===== config.mk =====
export PLATFORM = sky130hd
export DESIGN_NAME = arith_req_scheduler
export DESIGN_NICKNAME = d
export VERILOG_FILES = /design/src/rtl/arith_sched_pkg.sv /design/src/rtl/arith_div_iter.sv /design/src/rtl/arith_req_scheduler.sv
export SDC_FILE = /design/constraint.sdc
export NUM_CORES = 1
export LEC_CHECK = 0
export BUFFER_PORTS_ARGS = -buffer_cell sky130_fd_sc_hd__buf_2
export CAP_MARGIN = 20
export CELL_PAD_IN_SITES_DETAIL_PLACEMENT = 0
export CELL_PAD_IN_SITES_GLOBAL_PLACEMENT = 1
export CORE_ASPECT_RATIO = 1.75
export CORE_UTILIZATION = 44
export DETAILED_ROUTE_END_ITERATION = 16
export GPL_ROUTABILITY_DRIVEN = 0
export PLACE_DENSITY_LB_ADDON = 0.1
export SLEW_MARGIN = 20
export SYNTH_ARGS = -nofsm -noshare
export SYNTH_HDL_FRONTEND = slang
export SYNTH_SLANG_ARGS = --single-unit

===== constraint.sdc =====
create_clock -name clk -period 7.1 [get_ports clk]
set_clock_uncertainty 0.2 [all_clocks]
set_input_delay 0.355 -clock clk [delete_from_list [all_inputs] [get_ports clk]]
set_output_delay 0.355 -clock clk [all_outputs]
set_load 0.02 [all_outputs]

===== src/rtl/arith_sched_pkg.sv =====
// Shared op codes and FSM state encoding for the arithmetic request scheduler.
package arith_sched_pkg;

    localparam int OP_W = 3;

    typedef enum logic [OP_W-1:0] {
        OP_ADD = 3'd0,
        OP_SUB = 3'd1,
        OP_MUL = 3'd2,
        OP_DIV = 3'd3,
        OP_MOD = 3'd4
    } op_e;

    typedef enum logic [1:0] {
        IDLE = 2'd0,
        DIV  = 2'd1,
        RESP = 2'd2
    } state_e;

endpackage


===== src/rtl/arith_div_iter.sv =====
// Unsigned restoring divider: one quotient bit per cycle, WIDTH cycles after start.
module arith_div_iter #(
    parameter int WIDTH = 8
) (
    input  logic             clk,
    input  logic             rst,
    input  logic             start,
    input  logic [WIDTH-1:0] a,
    input  logic [WIDTH-1:0] b,
    output logic             done,
    output logic [WIDTH-1:0] quot,
    output logic [WIDTH-1:0] rem
);

    localparam int CW = $clog2(WIDTH + 1);

    logic [CW-1:0]    cnt_q, cnt_d;
    logic [WIDTH-1:0] quo_q, quo_d;
    logic [WIDTH-1:0] rem_q, rem_d;
    logic [WIDTH-1:0] dvs_q, dvs_d;
    logic [WIDTH:0]   shifted;
    logic [WIDTH:0]   trial;

    always_comb begin
        shifted = {rem_q, quo_q[WIDTH-1]};
        trial   = shifted - {1'b0, dvs_q};
        cnt_d   = cnt_q;
        quo_d   = quo_q;
        rem_d   = rem_q;
        dvs_d   = dvs_q;
        if (start) begin
            cnt_d = CW'(WIDTH);
            quo_d = a;
            rem_d = '0;
            dvs_d = b;
        end else if (cnt_q != '0) begin
            cnt_d = cnt_q - 1'b1;
            // Top bit of trial set means the subtraction borrowed: restore.
            if (!trial[WIDTH]) begin
                rem_d = trial[WIDTH-1:0];
                quo_d = {quo_q[WIDTH-2:0], 1'b1};
            end else begin
                rem_d = shifted[WIDTH-1:0];
                quo_d = {quo_q[WIDTH-2:0], 1'b0};
            end
        end
    end

    always_ff @(posedge clk) begin
        if (rst) begin
            cnt_q <= '0;
        end else begin
            cnt_q <= cnt_d;
        end
    end

    always_ff @(posedge clk) begin
        quo_q <= quo_d;
        rem_q <= rem_d;
        dvs_q <= dvs_d;
    end

    assign done = (cnt_q == CW'(1));
    assign quot = quo_q;
    assign rem  = rem_q;

endmodule


===== src/rtl/arith_req_scheduler.sv =====
// Round-robin shared add/sub/mul/div/mod unit: one accepted request in flight,
// result returned with the requester index.
module arith_req_scheduler
    import arith_sched_pkg::*;
#(
    parameter int NREQ  = 4,
    parameter int WIDTH = 8
) (
    input  logic                     clk,
    input  logic                     rst,
    input  logic [NREQ-1:0]          req_valid,
    output logic [NREQ-1:0]          req_ready,
    input  logic [OP_W*NREQ-1:0]     req_op,
    input  logic [WIDTH*NREQ-1:0]    req_a,
    input  logic [WIDTH*NREQ-1:0]    req_b,
    output logic                     rsp_valid,
    input  logic                     rsp_ready,
    output logic [$clog2(NREQ)-1:0]  rsp_id,
    output logic [2*WIDTH-1:0]       rsp_result,
    output logic                     rsp_err
);

    localparam int IDW = $clog2(NREQ);

    // Single-cycle ops plus the error cases; bit 2*WIDTH is the error flag.
    function automatic logic [2*WIDTH:0] fast_calc(input logic [OP_W-1:0] op,
                                                   input logic [WIDTH-1:0] a,
                                                   input logic [WIDTH-1:0] b);
        logic [2*WIDTH-1:0] r;
        logic               e;
        r = '0;
        e = 1'b0;
        case (op)
            OP_ADD:  r[WIDTH:0] = {1'b0, a} + {1'b0, b};
            OP_SUB:  r[WIDTH:0] = {1'b0, a} - {1'b0, b};
            OP_MUL:  r = {{WIDTH{1'b0}}, a} * {{WIDTH{1'b0}}, b};
            OP_DIV:  begin r[WIDTH-1:0] = '1; e = 1'b1; end
            OP_MOD:  begin r[WIDTH-1:0] = a;  e = 1'b1; end
            default: e = 1'b1;
        endcase
        return {e, r};
    endfunction

    state_e              state_q, state_d;
    logic [IDW-1:0]      rr_q, rr_d;
    logic [IDW-1:0]      gnt_idx;
    logic [IDW:0]        pos;
    logic                gnt_found;
    logic                idle;
    logic                accept;

    logic [WIDTH-1:0]    a_arr  [NREQ];
    logic [WIDTH-1:0]    b_arr  [NREQ];
    logic [OP_W-1:0]     op_arr [NREQ];
    logic [WIDTH-1:0]    sel_a, sel_b;
    logic [OP_W-1:0]     sel_op;
    logic                sel_use_div;
    logic [2*WIDTH:0]    fast;

    logic [IDW-1:0]      id_q;
    logic [2*WIDTH-1:0]  res_q;
    logic                err_q;
    logic                use_div_q;
    logic                is_mod_q;

    logic                div_start;
    logic                div_done;
    logic [WIDTH-1:0]    div_quot, div_rem;

    always_comb begin
        for (int i = 0; i < NREQ; i++) begin
            a_arr[i]  = req_a[i*WIDTH +: WIDTH];
            b_arr[i]  = req_b[i*WIDTH +: WIDTH];
            op_arr[i] = req_op[i*OP_W +: OP_W];
        end
    end

    // First valid requester at or after the rr pointer, wrapping.
    always_comb begin
        gnt_found = 1'b0;
        gnt_idx   = '0;
        pos       = '0;
        for (int k = 0; k < NREQ; k++) begin
            pos = {1'b0, rr_q} + (IDW+1)'(k);
            if (pos >= (IDW+1)'(NREQ)) pos = pos - (IDW+1)'(NREQ);
            if (!gnt_found && req_valid[pos[IDW-1:0]]) begin
                gnt_found = 1'b1;
                gnt_idx   = pos[IDW-1:0];
            end
        end
    end

    assign idle   = (state_q == IDLE) && !rst;
    assign accept = idle && gnt_found;

    always_comb begin
        for (int i = 0; i < NREQ; i++) begin
            req_ready[i] = accept && (gnt_idx == IDW'(i));
        end
    end

    assign sel_a       = a_arr[gnt_idx];
    assign sel_b       = b_arr[gnt_idx];
    assign sel_op      = op_arr[gnt_idx];
    assign sel_use_div = ((sel_op == OP_DIV) || (sel_op == OP_MOD)) && (sel_b != '0);
    assign fast        = fast_calc(sel_op, sel_a, sel_b);
    assign div_start   = accept && sel_use_div;

    always_comb begin
        state_d = state_q;
        rr_d    = rr_q;
        if (accept) begin
            rr_d = (gnt_idx == IDW'(NREQ-1)) ? '0 : gnt_idx + 1'b1;
        end
        case (state_q)
            IDLE:    if (accept) state_d = sel_use_div ? DIV : RESP;
            DIV:     if (div_done) state_d = RESP;
            RESP:    if (rsp_ready) state_d = IDLE;
            default: state_d = IDLE;
        endcase
    end

    always_ff @(posedge clk) begin
        if (rst) begin
            state_q <= IDLE;
            rr_q    <= '0;
        end else begin
            state_q <= state_d;
            rr_q    <= rr_d;
        end
    end

    always_ff @(posedge clk) begin
        if (accept) begin
            id_q      <= gnt_idx;
            res_q     <= fast[2*WIDTH-1:0];
            err_q     <= !sel_use_div && fast[2*WIDTH];
            use_div_q <= sel_use_div;
            is_mod_q  <= (sel_op == OP_MOD);
        end
    end

    arith_div_iter #(.WIDTH(WIDTH)) u_div (
        .clk   (clk),
        .rst   (rst),
        .start (div_start),
        .a     (sel_a),
        .b     (sel_b),
        .done  (div_done),
        .quot  (div_quot),
        .rem   (div_rem)
    );

    // Response fields read as zero outside RESP so reset leaves them cleared.
    assign rsp_valid  = (state_q == RESP);
    assign rsp_id     = rsp_valid ? id_q : '0;
    assign rsp_err    = rsp_valid && err_q;
    assign rsp_result = !rsp_valid ? '0 :
                        !use_div_q ? res_q :
                        is_mod_q   ? {{WIDTH{1'b0}}, div_rem} :
                                     {{WIDTH{1'b0}}, div_quot};

endmodule


# Yosys cells after proc, flatten, opt, wreduce, memory -nomap -nowiden
# Cells that the tools add are included.
[op_classes]
n_bitwise = 1
n_addsub = 12
order_cmp = 9
n_div = 0
n_mux = 48
multipliers = 1
n_eq_ne = 13
n_reduce_logical = 28
n_shift = 0
[op_table]
columns = ["op", "n"]
rows = [
  ["two-way mux 8 bit", 8],
  ["case mux 8 bit (5 select lines)", 1],
  ["binary-select mux 8 bit (select 2 bit)", 2],
  ["two-way mux 16 bit", 2],
  ["two-way mux 2 bit", 14],
  ["multiplier 8 x 8 -> 16 bit", 1],
  ["logical AND 1 bit", 13],
  [">= comparator 3 bit (second input constant)", 4],
  ["less-than comparator 2 x 3 -> 1 bit (second input constant)", 4],
  ["two-way mux 1 bit", 10],
  ["adder 8 x 8 -> 9 bit", 1],
  ["subtractor 8 x 8 -> 9 bit", 1],
  ["subtractor 9 x 8 -> 9 bit", 1],
  ["binary-select mux 1 bit (select 2 bit)", 4],
  ["two-way mux 4 bit", 2],
  ["nonzero test 8 bit", 1],
  ["subtractor 2 x 1 -> 2 bit (second input constant)", 4],
  ["adder 2 x 2 -> 3 bit (second input constant)", 2],
  ["binary-select mux 3 bit (select 2 bit)", 1],
  ["== test 2 bit (second input constant)", 3],
  ["== test 3 x 2 -> 1 bit (second input constant)", 2],
  ["two-way mux 3 bit", 2],
  ["case mux 2 bit (3 select lines)", 1],
  ["zero test 1 bit", 5],
  ["other kinds (20)", 23],
]
[totals]
ramBits = 0
rom_bits = 0
n_memories = 0
out_inout_bits = 24
register_bits = 53
input_bits = 83
word_cells = 125
latchBits = 0

# Logic depth before layout (Yosys ltp)
[depth]
word_depth = 24
mapped_depth = 27
depth_no_buf = 25

# By module
# From an unflattened synthesis, not the netlist that was laid out.
[hier_totals]
hier_cells = 675
hier_area_um2 = 6402.4
[by_module_without_submodules]
columns = ["module", "cells_each", "instances", "area_per_inst_um2"]
rows = [
  ["arith_req_scheduler", 535, 1, 4853.4],
  ["arith_div_iter", 140, 1, 1549.0],
]

# Least setup slack after synthesis
# Ideal clock, no wire load.
[synth_path]
path_kind = "flip-flop to flip-flop"
start = "register rr_q[1]"
end = "register res_q[12], data pin"
stages_incl_launch_ff = 23
path_slack_ns = 1.227
t_arrival_ns = 5.414
n_path_buf = 2
path_cell_list = "dfxtp_1 mux2i_1 o2bb2ai_1 nor2_4 buf_2 buf_1 a31o_2 inv_1 ha_1 fa_1 fa_1 fa_1 inv_1 fa_1 inv_1 ha_1 nand2_1 nand2_1 a31o_2 a41oi_1 nor2b_1 xor2_1 nor2_1"
[synth_between]
elab_chain_cells = 19
word_cells_on_any_way = 48
classes_between = "add/sub (7); mul (1); order compare (4); eq/ne (1); mux (28); bitwise (1); reduce/logical (6)"
[synth_rtl]
columns = ["element", "line_no", "text"]
rows = [
  ["start, declared", "arith_req_scheduler.sv:45", "logic [IDW-1:0] rr_q, rr_d;"],
  ["start signal, assigned", "arith_req_scheduler.sv:129", "rr_q <= rr_d;"],
  ["parallel branches: the longest is 13 deep, another holds adder 2 x 1 -> 3 bit", "n/a", ""],
  ["two-way mux 2 bit (*)", "arith_req_scheduler.sv:86", "if (!gnt_found && req_valid[pos[IDW-1:0]]) begin"],
  ["named net gnt_idx[0]", "arith_req_scheduler.sv:46", "logic [IDW-1:0] gnt_idx;"],
  ["NOT 2 -> 3 bit (implied by the code) (*)", "arith_req_scheduler.sv:102, arith_req_scheduler.sv:103, arith_req_scheduler.sv:104", ""],
  ["binary-select mux 8 bit (select 2 bit), or another cell as far along", "arith_req_scheduler.sv:102", "assign sel_a = a_arr[gnt_idx];"],
  ["two-way mux 8 bit (implied by the code), or another cell as far along (2 in a row)", "arith_req_scheduler.sv:102", ""],
  ["multiplier 8 x 8 -> 16 bit / == test 3 x 2 -> 1 bit (equally long branches)", "arith_req_scheduler.sv:36, arith_req_scheduler.sv:33", ""],
  ["end signal, assigned", "arith_req_scheduler.sv:136", "res_q <= fast[2*WIDTH-1:0];"],
  ["end, declared", "arith_req_scheduler.sv:61", "logic [2*WIDTH-1:0] res_q;"],
]
# Mark *: on every way through the listed nets, which the timed path passes. The select of a mux whose other input is x is not followed.
# A chain may end at the register's enable or synchronous reset.

# Worst setup path in the final report
[layout_path]
start = "register rr_q[1]"
end = "register res_q[15], data pin"
[layout_between]
elab_chain_cells = 19
word_cells_on_any_way = 48
classes_between = "add/sub (7); mul (1); order compare (4); eq/ne (1); mux (28); bitwise (1); reduce/logical (6)"
[layout_rtl]
columns = ["element", "line_no", "text"]
rows = [
  ["parallel branches: the longest is 13 deep, another holds adder 2 x 1 -> 3 bit", "n/a", ""],
  ["two-way mux 2 bit (*)", "arith_req_scheduler.sv:86", ""],
  ["NOT 2 -> 3 bit (implied by the code) (*)", "arith_req_scheduler.sv:103", "assign sel_b = b_arr[gnt_idx];"],
  ["binary-select mux 8 bit (select 2 bit) (*)", "arith_req_scheduler.sv:103", ""],
  ["two-way mux 8 bit (implied by the code) (*) (2 in a row)", "arith_req_scheduler.sv:103", ""],
  ["named net sel_b[6]", "arith_req_scheduler.sv:55", "logic [WIDTH-1:0] sel_a, sel_b;"],
  ["multiplier 8 x 8 -> 16 bit (*)", "arith_req_scheduler.sv:36", "OP_MUL: r = {{WIDTH{1'b0}}, a} * {{WIDTH{1'b0}}, b};"],
]
# Marked as above.

==> results.py <==
metrics = {
    "global_route": {
        "grt_first_pass_wirelength_mm": 29.3,
        "antenna_found_initial": 0,
        "grt_overflow_total": 0,
        "grt_max_degree": 39,
        "grt_use_total_pct": 25.0,
        "first_global_vias": 5858,
    },
    "timing": {
        "finalCriticalPeriod_ps": 6520,
        "setup_viol_count_final": 0,
        "relSlewSlack_pct": 36.4,
        "worst_pin_slew_ps": 947,
        "hold_viol_final": 0,
        "drv_slew": 0,
        "fmax_mhz": 153,
        "setup_tns_ps": 0,
        "grt_setup_unrepaired": "no",
        "finalCritPeriodShare_pct": 91.9,
    },
    "final_layout": {
        "nets": 1028,
        "antenna_cells": 0,
        "areaGrowthSynthToFinish_pct": 12.6,
        "drive_gt1_share_pct": 19.4,
    },
    "detailed_routing": {
        "wl_per_cell_um": 17.8,
        "viasPerCell": 5.53,
        "vias": 5627,
        "drt-initial-drc-count": 210,
        "ant_nets": 0,
        "dr.pass1.iters": 6,
        "drcViolationCount": 0,
        "drt-total-wl_mm": 18.1,
    },
    "setup_path": {
        "regToRegSetupSlack_ps": 580,
        "r2r-end": "res_q[15]$_SDFFCE_PN0P_",
        "cp.required_ps": 6940,
        "worstPathMaxFanout": 38,
        "r2r-start": "rr_q[1]$_SDFFE_PP0P_",
        "max_stage_delay_ps": 550,
        "cp-start-kind": "flop",
        "crit_end": "res_q[15]$_SDFFCE_PN0P_",
        "crit_chain": "nand2_2 -> a211oi_1 -> nor2_2 -> inv_2 -> a211oi_1 -> or2_2 -> inv_1 -> nand2_1 -> fa_1 -> fa_1 -> inv_1 -> fa_1 -> inv_1 -> fa_1 -> inv_1 -> ha_1 -> a21oi_1 -> o21ai_0 -> a41oi_1 -> a21oi_1 -> xnor2_1 -> nor2_1",
        "critPathCaptureType": "flop",
        "cp-startpoint": "rr_q[1]$_SDFFE_PP0P_",
        "r2r_cells": 22,
        "crit_slowest_cell": "fa_1",
        "cp_data_arrival_time_ps": 6370,
        "criticalPathCategory": "flop to flop",
    },
    "clock_network": {
        "cts_sinks": 53,
        "clockBufferDepth": 2,
        "cts_made_buffers": 5,
        "htree_num_levels": 2,
        "cts.repair.resized": 0,
        "cts_tree": "yes",
        "postCtsSetupBuffers": 0,
        "worstSkewPairLatency_ps": 290,
        "path_clk_slew_ps": 70,
        "cts-root-buf": "clkbuf_16",
        "holdBufCountCts": 0,
    },
    "hold_path": {
        "hold_class": "primary input to flop",
        "min_path_cells": 4,
    },
    "run_status": {
        "outcome": "finished, final reports clean",
    },
    "synthesis": {
        "synth_most_common_cell": "inv_1",
        "synthFlopType": "edfxtp_1",
        "synth_top_cell_by_area": "edfxtp_1",
        "syn_avg_cell_area_um2": 8.50,
        "async_flop_share_pct": 0,
        "synth.area.top_cells": "edfxtp_1, ha_1, fa_1",
        "syn_area_mm2": 0.00639,
        "yosys.area.top_type_share_pct": 17.4,
        "ys_seq_area_share_pct": 22.4,
        "synthCells": 752,
        "ys_types": 59,
        "ys_warn_count": 0,
        "synth_edf_count": 37,
        "syn_nets": 941,
        "ys_ff_latch": 53,
        "synth_common_cells": "inv_1, nor2_1, ha_1",
    },
    "die": {
        "die_w_um": 93.1,
        "start_util_pct": 45.5,
        "die_h_um": 161,
        "ios": 107,
        "die-area_mm2": 0.0150,
        "core-area_mm2": 0.0140,
        "rows": 57,
    },
    "placement": {
        "numPortBuffers": 106,
        "dpl.hpwl_mm": 15.1,
    },
    "run": {
        "maxCapViolations": 0,
    },
}
==> kinds of logic (layout without fill, tap and decap cells) <==
| family | Yosys count | in the layout | share of synthesized area (%) |
|---|---|---|---|
| XOR/XNOR | 24 | 24 | 3.29 |
| adder cells (fa/ha/maj) | 106 | 106 | 25.3 |
| buffers and inverters | 130 | 218 | 8.05 |
| multiplexers | 31 | 31 | 5.38 |
| AND/OR/NAND/NOR | 250 | 250 | 18.7 |
| flip-flops | 53 | 53 | 22.4 |
| AO/OA/AOI/OAI | 158 | 158 | 16.9 |
==> worst max-delay path: cells and delay by family, from the launching register on <==
| family | cells | cell delay (ps) |
|---|---|---|
| AO/OA/AOI/OAI | 6 | 1420 |
| XOR/XNOR | 1 | 170 |
| adder cells (fa/ha/maj) | 5 | 2440 |
| buffers and inverters | 5 | 820 |
| flip-flops | 1 | 410 |
| AND/OR/NAND/NOR | 5 | 800 |
==> area by class of cell <==
type | count | area (um^2)
inverter | 98 | 368
tap | 177 | 221
fill | 1342 | 6850
timing repair buffer | 112 | 576
sequential | 53 | 1430
clock buffer | 5 | 125
clock inverter | 3 | 21.3
multi-input combinational | 569 | 4460
==> stage by stage <==
stage / std cells / utilization (%) / worst slack, ps / instance area, um^2 / hold slack [ps]
2_1_floorplan: 752 / - / 1230 / 6390 / 261
3_3_place_gp: 1009 / 50.1 / 691 / 7040 / 291
3_5_place_dp: 1009 / 50.1 / 530 / 7040 / 298
4_1_cts: 1017 / 51.2 / 609 / 7190 / 195
5_1_grt: 1017 / 51.2 / 148 / 7200 / 238
6_report: 1017 / 51.2 / 577 / 7200 / 203
==> worst min-delay path by stage <==
stage                                         start                          end  slack [ps]
after floorplan           u_div.rem[1]$_SDFFE_PP0P_    u_div.rem[1]$_SDFFE_PP0P_         260
after CTS                                 rsp_ready      state_q[1]$_SDFFE_PP0P_         190
final                                     rsp_ready      state_q[1]$_SDFFE_PP0P_         200
after detailed placement  u_div.rem[0]$_SDFFE_PP0P_    u_div.rem[0]$_SDFFE_PP0P_         300
after global routing                            rst  u_div.cnt_q[1]$_SDFFE_PP0P_         240
after global placement    u_div.rem[0]$_SDFFE_PP0P_    u_div.rem[0]$_SDFFE_PP0P_         290
==> cell usage in the layout (no fill, tap or decap), drive strengths merged, types with 22 or more instances in the layout <==
| master | Yosys | layout |
|---|---|---|
| inv | 98 | 99 |
| nor2 | 97 | 97 |
| edfxtp | 37 | 37 |
| mux2i | 22 | 22 |
| and3 | 26 | 26 |
| o21ai | 26 | 26 |
| ha | 67 | 67 |
| fa | 39 | 39 |
| a21oi | 42 | 42 |
| buf | 11 | 112 |
| a211oi | 41 | 41 |
| nand2 | 60 | 60 |
==> state kept, by name, summed over array words and instances, names as in the netlist <==
| signal | count |
|---|---|
| u_div.rem | 8 |
| err_q | 1 |
| is_mod_q | 1 |
| use_div_q | 1 |
| u_div.cnt_q | 4 |
| rr_q | 2 |
| u_div.quot | 8 |
| state_q | 2 |
| res_q | 16 |
| id_q | 2 |
| u_div.dvs_q | 8 |
==> per-layer routing <==
metal,wire length (um),global-route usage [%],vias up
li1,-,-,2741
met4,544,9.51,0
met2,10500,50.5,121
met5,0,0,-
met1,6580,25.5,2725
met3,435,1.98,40
Power is not shown: default switching activity piles up to over one toggle a cycle in this logic, so the estimate is an artifact.
